===== src/rtl/serial_frame_decoder_if.sv =====
// Frame output handshake bundle for serial_frame_decoder.
// frm_perr exists only when PARITY_CHK_EN is defined.
interface serial_frame_decoder_if #(
    parameter int unsigned CMD_W  = 8,
    parameter int unsigned ADDR_W = 24,
    parameter int unsigned DATA_W = 32
);
    logic              frm_valid;
    logic              frm_ready;
    logic [CMD_W-1:0]  frm_cmd;
    logic [ADDR_W-1:0] frm_addr;
    logic [DATA_W-1:0] frm_data;
`ifdef PARITY_CHK_EN
    logic              frm_perr;
`endif

    modport master (
        input  frm_ready,
        output frm_valid,
        output frm_cmd,
        output frm_addr,
`ifdef PARITY_CHK_EN
        output frm_perr,
`endif
        output frm_data
    );

    modport slave (
        output frm_ready,
        input  frm_valid,
        input  frm_cmd,
        input  frm_addr,
`ifdef PARITY_CHK_EN
        input  frm_perr,
`endif
        input  frm_data
    );
endinterface


===== src/rtl/serial_frame_decoder.sv =====
// Single-lane serial CMD/ADDR/DATA frame decoder with a valid/ready output register.
// Define PARITY_CHK_EN to add a trailing even-parity bit and the frm_perr output.
module serial_frame_decoder #(
    parameter int unsigned CMD_W     = 8,
    parameter int unsigned ADDR_W    = 24,
    parameter int unsigned DATA_W    = 32,
    parameter bit          MSB_FIRST = 1'b1,
    parameter int unsigned CNT_W     = 16
) (
    input  logic                   clk,
    input  logic                   rst,
    input  logic                   sin,
    input  logic                   clr_ovf,
    serial_frame_decoder_if.master frm,
    output logic                   ovf,
    output logic                   busy,
    output logic [CNT_W-1:0]       frame_cnt
);
    typedef enum logic [2:0] {StIdle, StCmd, StAddr, StData, StPar} state_e;

    state_e            state_q, state_d;
    logic              sin_q;
    logic [6:0]        bit_cnt_q, bit_cnt_d;
    logic [CMD_W-1:0]  cmd_sr_q, cmd_sr_d, cmd_shift;
    logic [ADDR_W-1:0] addr_sr_q, addr_sr_d, addr_shift;
    logic [DATA_W-1:0] data_sr_q, data_sr_d, data_shift, load_data;
    logic              par_q, par_d;
    logic              sop, last_bit, load, drop;

    logic              valid_q, valid_d;
    logic [CMD_W-1:0]  cmd_q, cmd_d;
    logic [ADDR_W-1:0] addr_q, addr_d;
    logic [DATA_W-1:0] data_q, data_d;
    logic              perr_q, perr_d;
    logic              ovf_q, ovf_d;
    logic [CNT_W-1:0]  cnt_q, cnt_d;

    // sin_q resets low so a line held low through reset cannot fake a falling edge.
    assign sop = (state_q == StIdle) && sin_q && !sin;

    always_comb begin
        if (MSB_FIRST) begin
            cmd_shift  = (cmd_sr_q << 1) | CMD_W'(sin);
            addr_shift = (addr_sr_q << 1) | ADDR_W'(sin);
            data_shift = (data_sr_q << 1) | DATA_W'(sin);
        end else begin
            cmd_shift  = (cmd_sr_q >> 1) | (CMD_W'(sin) << (CMD_W - 1));
            addr_shift = (addr_sr_q >> 1) | (ADDR_W'(sin) << (ADDR_W - 1));
            data_shift = (data_sr_q >> 1) | (DATA_W'(sin) << (DATA_W - 1));
        end
    end

    always_comb begin
        state_d   = state_q;
        bit_cnt_d = bit_cnt_q;
        cmd_sr_d  = cmd_sr_q;
        addr_sr_d = addr_sr_q;
        data_sr_d = data_sr_q;
        par_d     = par_q;
        last_bit  = 1'b0;
        unique case (state_q)
            StIdle: begin
                if (sop) begin
                    state_d   = StCmd;
                    bit_cnt_d = '0;
                    par_d     = 1'b0;
                end
            end
            StCmd: begin
                cmd_sr_d = cmd_shift;
                par_d    = par_q ^ sin;
                if (bit_cnt_q == 7'(CMD_W - 1)) begin
                    state_d   = StAddr;
                    bit_cnt_d = '0;
                end else begin
                    bit_cnt_d = bit_cnt_q + 7'd1;
                end
            end
            StAddr: begin
                addr_sr_d = addr_shift;
                par_d     = par_q ^ sin;
                if (bit_cnt_q == 7'(ADDR_W - 1)) begin
                    state_d   = StData;
                    bit_cnt_d = '0;
                end else begin
                    bit_cnt_d = bit_cnt_q + 7'd1;
                end
            end
            StData: begin
                data_sr_d = data_shift;
                par_d     = par_q ^ sin;
                if (bit_cnt_q == 7'(DATA_W - 1)) begin
                    bit_cnt_d = '0;
`ifdef PARITY_CHK_EN
                    state_d   = StPar;
`else
                    state_d   = StIdle;
                    last_bit  = 1'b1;
`endif
                end else begin
                    bit_cnt_d = bit_cnt_q + 7'd1;
                end
            end
`ifdef PARITY_CHK_EN
            StPar: begin
                state_d  = StIdle;
                last_bit = 1'b1;
            end
`endif
            default: state_d = StIdle;
        endcase
    end

    // On the last DATA bit the field register has not yet absorbed that bit.
    assign load_data = (state_q == StData) ? data_shift : data_sr_q;
    assign load      = last_bit && (!valid_q || frm.frm_ready);
    assign drop      = last_bit && !load;

    always_comb begin
        valid_d = valid_q;
        cmd_d   = cmd_q;
        addr_d  = addr_q;
        data_d  = data_q;
        perr_d  = perr_q;
        cnt_d   = cnt_q;
        ovf_d   = ovf_q;
        if (load) begin
            valid_d = 1'b1;
            cmd_d   = cmd_sr_q;
            addr_d  = addr_sr_q;
            data_d  = load_data;
            perr_d  = par_q ^ sin;
            cnt_d   = cnt_q + 1'b1;
        end else if (valid_q && frm.frm_ready) begin
            valid_d = 1'b0;
        end
        if (drop) begin
            ovf_d = 1'b1;
        end else if (clr_ovf) begin
            ovf_d = 1'b0;
        end
    end

    always_ff @(posedge clk or negedge rst) begin
        if (!rst) begin
            state_q   <= StIdle;
            sin_q     <= 1'b0;
            bit_cnt_q <= '0;
            cmd_sr_q  <= '0;
            addr_sr_q <= '0;
            data_sr_q <= '0;
            par_q     <= 1'b0;
            valid_q   <= 1'b0;
            cmd_q     <= '0;
            addr_q    <= '0;
            data_q    <= '0;
            perr_q    <= 1'b0;
            ovf_q     <= 1'b0;
            cnt_q     <= '0;
        end else begin
            state_q   <= state_d;
            sin_q     <= sin;
            bit_cnt_q <= bit_cnt_d;
            cmd_sr_q  <= cmd_sr_d;
            addr_sr_q <= addr_sr_d;
            data_sr_q <= data_sr_d;
            par_q     <= par_d;
            valid_q   <= valid_d;
            cmd_q     <= cmd_d;
            addr_q    <= addr_d;
            data_q    <= data_d;
            perr_q    <= perr_d;
            ovf_q     <= ovf_d;
            cnt_q     <= cnt_d;
        end
    end

    assign frm.frm_valid = valid_q;
    assign frm.frm_cmd   = cmd_q;
    assign frm.frm_addr  = addr_q;
    assign frm.frm_data  = data_q;
`ifdef PARITY_CHK_EN
    assign frm.frm_perr  = perr_q;
`endif
    assign ovf           = ovf_q;
    assign busy          = (state_q != StIdle);
    assign frame_cnt     = cnt_q;
endmodule

===== src/flat_wrapper.sv =====
// flat-port wrapper written by rule: the top's interface ports become plain ports
module serial_frame_decoder_flat 
#(
    parameter int unsigned CMD_W     = 8,
    parameter int unsigned ADDR_W    = 24,
    parameter int unsigned DATA_W    = 32,
    parameter bit          MSB_FIRST = 1'b1,
    parameter int unsigned CNT_W     = 16
)
  (clk, rst, sin, clr_ovf, ovf, busy, frame_cnt, frm_frm_ready, frm_frm_valid, frm_frm_cmd, frm_frm_addr, frm_frm_data);
  serial_frame_decoder_if #(.CMD_W(CMD_W), .ADDR_W(ADDR_W), .DATA_W(DATA_W)) frm_i ();
  input  logic clk;
  input  logic rst;
  input  logic sin;
  input  logic clr_ovf;
  output logic ovf;
  output logic busy;
  output logic [CNT_W-1:0] frame_cnt;
  input wire logic [$bits(frm_i.frm_ready)-1:0] frm_frm_ready;
  output wire logic [$bits(frm_i.frm_valid)-1:0] frm_frm_valid;
  output wire logic [$bits(frm_i.frm_cmd)-1:0] frm_frm_cmd;
  output wire logic [$bits(frm_i.frm_addr)-1:0] frm_frm_addr;
  output wire logic [$bits(frm_i.frm_data)-1:0] frm_frm_data;
  assign frm_i.frm_ready = frm_frm_ready;
  assign frm_frm_valid = frm_i.frm_valid;
  assign frm_frm_cmd = frm_i.frm_cmd;
  assign frm_frm_addr = frm_i.frm_addr;
  assign frm_frm_data = frm_i.frm_data;
  serial_frame_decoder #(.CMD_W(CMD_W), .ADDR_W(ADDR_W), .DATA_W(DATA_W), .MSB_FIRST(MSB_FIRST), .CNT_W(CNT_W)) u_core (.clk(clk), .rst(rst), .sin(sin), .clr_ovf(clr_ovf), .frm(frm_i), .ovf(ovf), .busy(busy), .frame_cnt(frame_cnt));
endmodule

===== config.mk =====
export PLATFORM = sky130hd
export DESIGN_NAME = serial_frame_decoder_flat
export DESIGN_NICKNAME = d
export VERILOG_FILES = /design/src/rtl/serial_frame_decoder_if.sv /design/src/rtl/serial_frame_decoder.sv /design/src/flat_wrapper.sv
export SDC_FILE = /design/constraint.sdc
export NUM_CORES = 1
export LEC_CHECK = 0
export CAP_MARGIN = 20
export CORE_AREA = 4 4 117 119
export DETAILED_ROUTE_END_ITERATION = 6
export DIE_AREA = 0 0 121 123
export PLACE_DENSITY = 0.79
export SLEW_MARGIN = 5
export SYNTH_ARGS = -nofsm -noshare
export SYNTH_HDL_FRONTEND = slang
export SYNTH_SLANG_ARGS = --single-unit

===== constraint.sdc =====
create_clock -name clk -period 2.15 [get_ports clk]
set_input_delay 0.645 -clock clk [delete_from_list [all_inputs] [get_ports clk]]
set_output_delay 0.645 -clock clk [all_outputs]
set_load 0.03 [all_outputs]

After elaboration in Yosys (flattened, before gate mapping)
Cells that the tools add are included.

Add/subtract/negate cells: 2. Equal/unequal tests: 10. Muxes and demuxes: 17. Bitwise logic cells: 3. Reduce and logical (&&, ||, !) cells: 16.

Operators by type and width (number): $mux W32 (1); $or A32 B1 Y32 (1); $mux W7 (4); $pmux W7 S4 (1); $or A24 B1 Y24 (1); $add A16 B1 Y16 const B (1); $eq A7 B5 Y1 const B (2); $mux W3 (4); $pmux W3 S4 (1); $ne A2 B1 Y1 const B (4); $or A8 B1 Y8 (1); $add A7 B1 Y7 const B (1); $eq A7 B3 Y1 const B (1); $eq A3 B2 Y1 const B (2); $mux W1 (6); $logic_and A1 B1 Y1 (5); $reduce_and A4 Y1 (1); $reduce_bool A2 Y1 (2); $reduce_bool A4 Y1 (1); $eq A3 B1 Y1 const B (1); $logic_not A1 Y1 (3); $logic_not A3 Y1 (1); $reduce_bool A3 Y1 (1); $reduce_and A2 Y1 (1); $logic_or A1 B1 Y1 (1).

Register bits after elaboration: 157. Logic and storage cells: 60.

Depth between registers and ports, before layout
Depth after elaboration: 7. Depth in mapped cells: 8. Gate-level depth less buffers: 7.

Least setup slack after synthesis
Ideal clock, no wire load.

Path kind: flip-flop to flip-flop. Start: reg u_core.state_q[0]. End: reg u_core.bit_cnt_q[0]. Arrival: 1.834 ns. Slack: 0.191 ns. Stages on the path, launching flop included: 9. Clock period less this slack: 1.959 ns. Cell sequence: dfrtp_1 -> inv_1 -> ha_1 -> clkbuf_1 -> nor2_1 -> o21bai_1 -> a32oi_1 -> nor2_1 -> mux2_2.

Longest elaborated chain between the ends: 5. Elaborated cells on any way between the ends: 10. Those cells by class: eq/ne (4); mux (1); reduce/logical (5).

Ends and longest elaborated chain: from (decl) (line serial_frame_decoder.sv:21) `state_e state_q, state_d;`; from (signal assigned) (line serial_frame_decoder.sv:146) `state_q <= StIdle;`; from (signal assigned) (line serial_frame_decoder.sv:161) `state_q <= state_d;`; $logic_not A3 Y1 (line serial_frame_decoder.sv:39, serial_frame_decoder.sv:61); $logic_and A1 B1 Y1 (2 in a row) (line serial_frame_decoder.sv:39) `assign sop = (state_q == StIdle) && sin_q && !sin;`; $ne A2 B1 Y1 (no line); $reduce_and A2 Y1 (no line); to (signal assigned) (line serial_frame_decoder.sv:163) `bit_cnt_q <= bit_cnt_d;`; to (decl) (line serial_frame_decoder.sv:23) `logic [6:0] bit_cnt_q, bit_cnt_d;`.

Parallel ways exist; a longest one is shown, timed or not. A chain may end at the register's enable or synchronous reset.

Worst setup path after layout
Start: reg u_core.data_q[11], in the netlist u_core.frm.frm_data[11]. End: out frm_frm_data[11].

RTL lines: from (decl) (line serial_frame_decoder.sv:33) `logic [DATA_W-1:0] data_q, data_d;`; from (signal assigned) (line serial_frame_decoder.sv:171) `data_q <= data_d;`; to (decl) (line flat_wrapper.sv:23) `output wire logic [$bits(frm_i.frm_data)-1:0] frm_frm_data;`.

No word-level cell between the ends.

==> impl_metrics.yaml <==
critical_path:
  slowest_delay_ns: 0.68
  critPathLaunchType: "flip-flop"
  ff2ff_path_depth: 7
  crit_family: "buffers and inverters"
  cp.depth: 1
  r2r_start: "u_core.bit_cnt_q[1]"
  cp_slowest_cell: "clkdlybuf4s50_1"
  path_cells: "clkdlybuf4s50_1"
  rrSetupSlack_ns: 0.13
  cp_max_fo: 2
  arrival_ns: 1.46
  worst_ep_required_time_ns: 1.50
  critPathBufInv: 1
  worstReg2RegEnd: "u_core.frame_cnt[13]"
  critical_path_class: "reg2out"
  end_kind: "output pin"
synthesis:
  syn-cell-area_mm2: 0.00621
  synth_top_area_share_pct: 62.9
  yosys_warnings: 0
  synth_common_cells: "156 x dfrtp_1, 114 x nand2_1, 98 x mux2_2"
  yosysMostFrequentCell: "dfrtp_1"
  syn_inst: 484
  ys_seq_area_share_pct: 62.9
  syn_nets: 497
  synth_seq_cells: 156
  avgSynthCellArea_um2: 12.8
  synth_edf_count: 0
  synth.area.top_cells: "dfrtp_1 63%, mux2_2 18%, nand2_1 6.9%"
  netlist-cell-type-count: 39
  synthFlopType: "dfrtp_1"
  synthArstFlopShare_pct: 100
  netlist.top_cell.by_area: "dfrtp_1"
sta:
  finClkSkew_ns: 0.00982
  finalHoldViolations: 0
  setup_violations: 0
  slew_headroom_pct: 74.8
  period_minus_slack_ns: 2.11
  grt_setup_unrepaired: "false"
  tns_ns: 0
  tightestPinTransition_ns: 0.378
  period_share_pct: 98.0
  worst_hold_slack_ns: 0.125
  max_freq_ghz: 0.475
  drv_slew: 0
clock_tree:
  clk_pin_slew_worst_paths_ns: 0.06
  htree_levels: 4
  numCtsBuffers: 17
  clockBufferDepth: 2
  cts_root_buffer: "clkbuf_16"
  clkLatencyLatePin_ns: 0.42
  hold_buffers: 0
  cts_tree: "done"
  cts.sinks: 156
floorplanning:
  fp-row-count: 41
  ios: 88
  coreArea_mm2: 0.0126
  die_area_mm2: 0.0149
  die_x_um: 121
  initial_core_util_pct: 49.4
  die_y_um: 123
drt:
  vias: 3966
  firstDrtPassIters: 4
  drt_iter0_drc: 289
  ant_nets: 0
  top_layer_used: "met4"
  drt-met1-wl_um: 5350
  remaining_drc_errors: 0
  wl_per_cell_um: 16.1
  dr_wl_met3_um: 638
  routed_via_density: 5.14
  wl_met2_um: 6230
  wl_um: 12400
final_layout:
  final.fill_count: 952
  nets: 602
  antennaDiodeCount: 0
  area_growth_syn_to_layout_pct: 29.8
  drive_above_1_share_pct: 26.5
  final_util_pct: 64.1
run:
  drv_cap: 0
power:
  vdd.ir_drop.worst_v: 0.000561
  power_density_mw_per_mm2: 737
  finalPower_mw: 5.94
  cellLeakagePower_nw: 4.38
grt:
  grt_pass1_wl_um: 20700
  antenna_found_initial: 0
  overflow: 0
  grt_max_degree: 40
  first_global_vias: 4236
  grtUsageTotal_pct: 17.7
place:
  gp_congestion: 0.860
  place_hpwl_um: 8340
  portBuffers: 87
min_path:
  hold_class: "in2async"
outcome:
  status: "finished clean"
## routing by layer
metal	GRT usage (%)	vias up
met3	5.22	18
li1	-	1835
met5	0	-
met2	29.5	106
met1	22.4	2007
met4	6.16	0
## through the flow
step / cell area (um2) / std cells / setup slack [ns]
after floorplan: 6210 / 484 / 0.191
after global placement: 7420 / 741 / -0.175
after detailed placement: 7420 / 741 / -0.190
after CTS: 7970 / 770 / 0.000602
after global routing: 8060 / 771 / 0.0000751
final: 8060 / 771 / 0.0433
## how the worst max path moves through the flow
stage               slack [ns]                    to                    start
global placement         -0.18  u_core.frame_cnt[13]            frm_frm_ready
finish                    0.04      frm_frm_data[11]  u_core.frm.frm_data[11]
detailed placement       -0.19  u_core.frame_cnt[15]            frm_frm_ready
floorplan                 0.19   u_core.bit_cnt_q[0]        u_core.state_q[0]
global route           0.00008      frm_frm_addr[14]  u_core.frm.frm_addr[14]
CTS                     0.0006      frm_frm_data[17]  u_core.frm.frm_data[17]
## registers in the layout, summed over array words and instances (netlist names), 7 cells and up
register,count
u_core.addr_sr_q,24
u_core.bit_cnt_q,7
u_core.cmd_sr_q,8
u_core.data_sr_q,32
u_core.frame_cnt,16
u_core.frm.frm_addr,24
u_core.frm.frm_cmd,8
u_core.frm.frm_data,32
## final cells by class
cell class	instances	area, um2	share of cell area, %
Inverter	7	26.3	0.326
Sequential cell	156	3900	48.4
Clock inverter	7	90.1	1.12
Timing Repair Buffer	106	1110	13.8
Multi-Input combinational cell	301	2230	27.6
Tap cell	172	215	2.67
Clock buffer	22	484	6.01
## cells by family (layout without fill, tap and decap cells)
family,count (synthesis),count (layout),share of synthesized area (%)
buffers and inverters,27,142,1.79
flip-flops,156,156,62.9
AO/OA/AOI/OAI,20,20,2.10
adder cells (fa/ha/maj),8,8,1.61
XOR/XNOR,15,15,2.12
multiplexers,99,99,17.9
AND/OR/NAND/NOR,159,159,11.6
## layout by cell type, fill, tap and decap left out, types with 7 or more instances in the layout
master | Yosys | routed
inv_1 | 7 | 7
mux2_2 | 98 | 98
dlygate4sd2_1 | 0 | 16
nor2_1 | 11 | 10
dlymetal6s2s_1 | 0 | 16
nand2_1 | 114 | 114
o21ai_0 | 7 | 7
buf_4 | 0 | 13
clkdlybuf4s50_1 | 0 | 53
xor2_1 | 10 | 10
clkbuf_16 | 0 | 17
dfrtp_1 | 156 | 156
## report_power, final
part           switching [mW]  internal, mW  total (mW)
clock network            1.09          1.80        2.90
registers             0.00568          2.95        2.95
logic                  0.0612        0.0247      0.0859
total                    1.16          4.77        5.94
## what timing repair did
item | 4_1_cts | 5_1_grt
endpoints found under the setup margin | 16 | 34
gates cloned | 0 | 0
resized for setup | 16 | 24
setup buffers | 0 | 1
No activity file was read; power rests on OpenSTA's default activity.
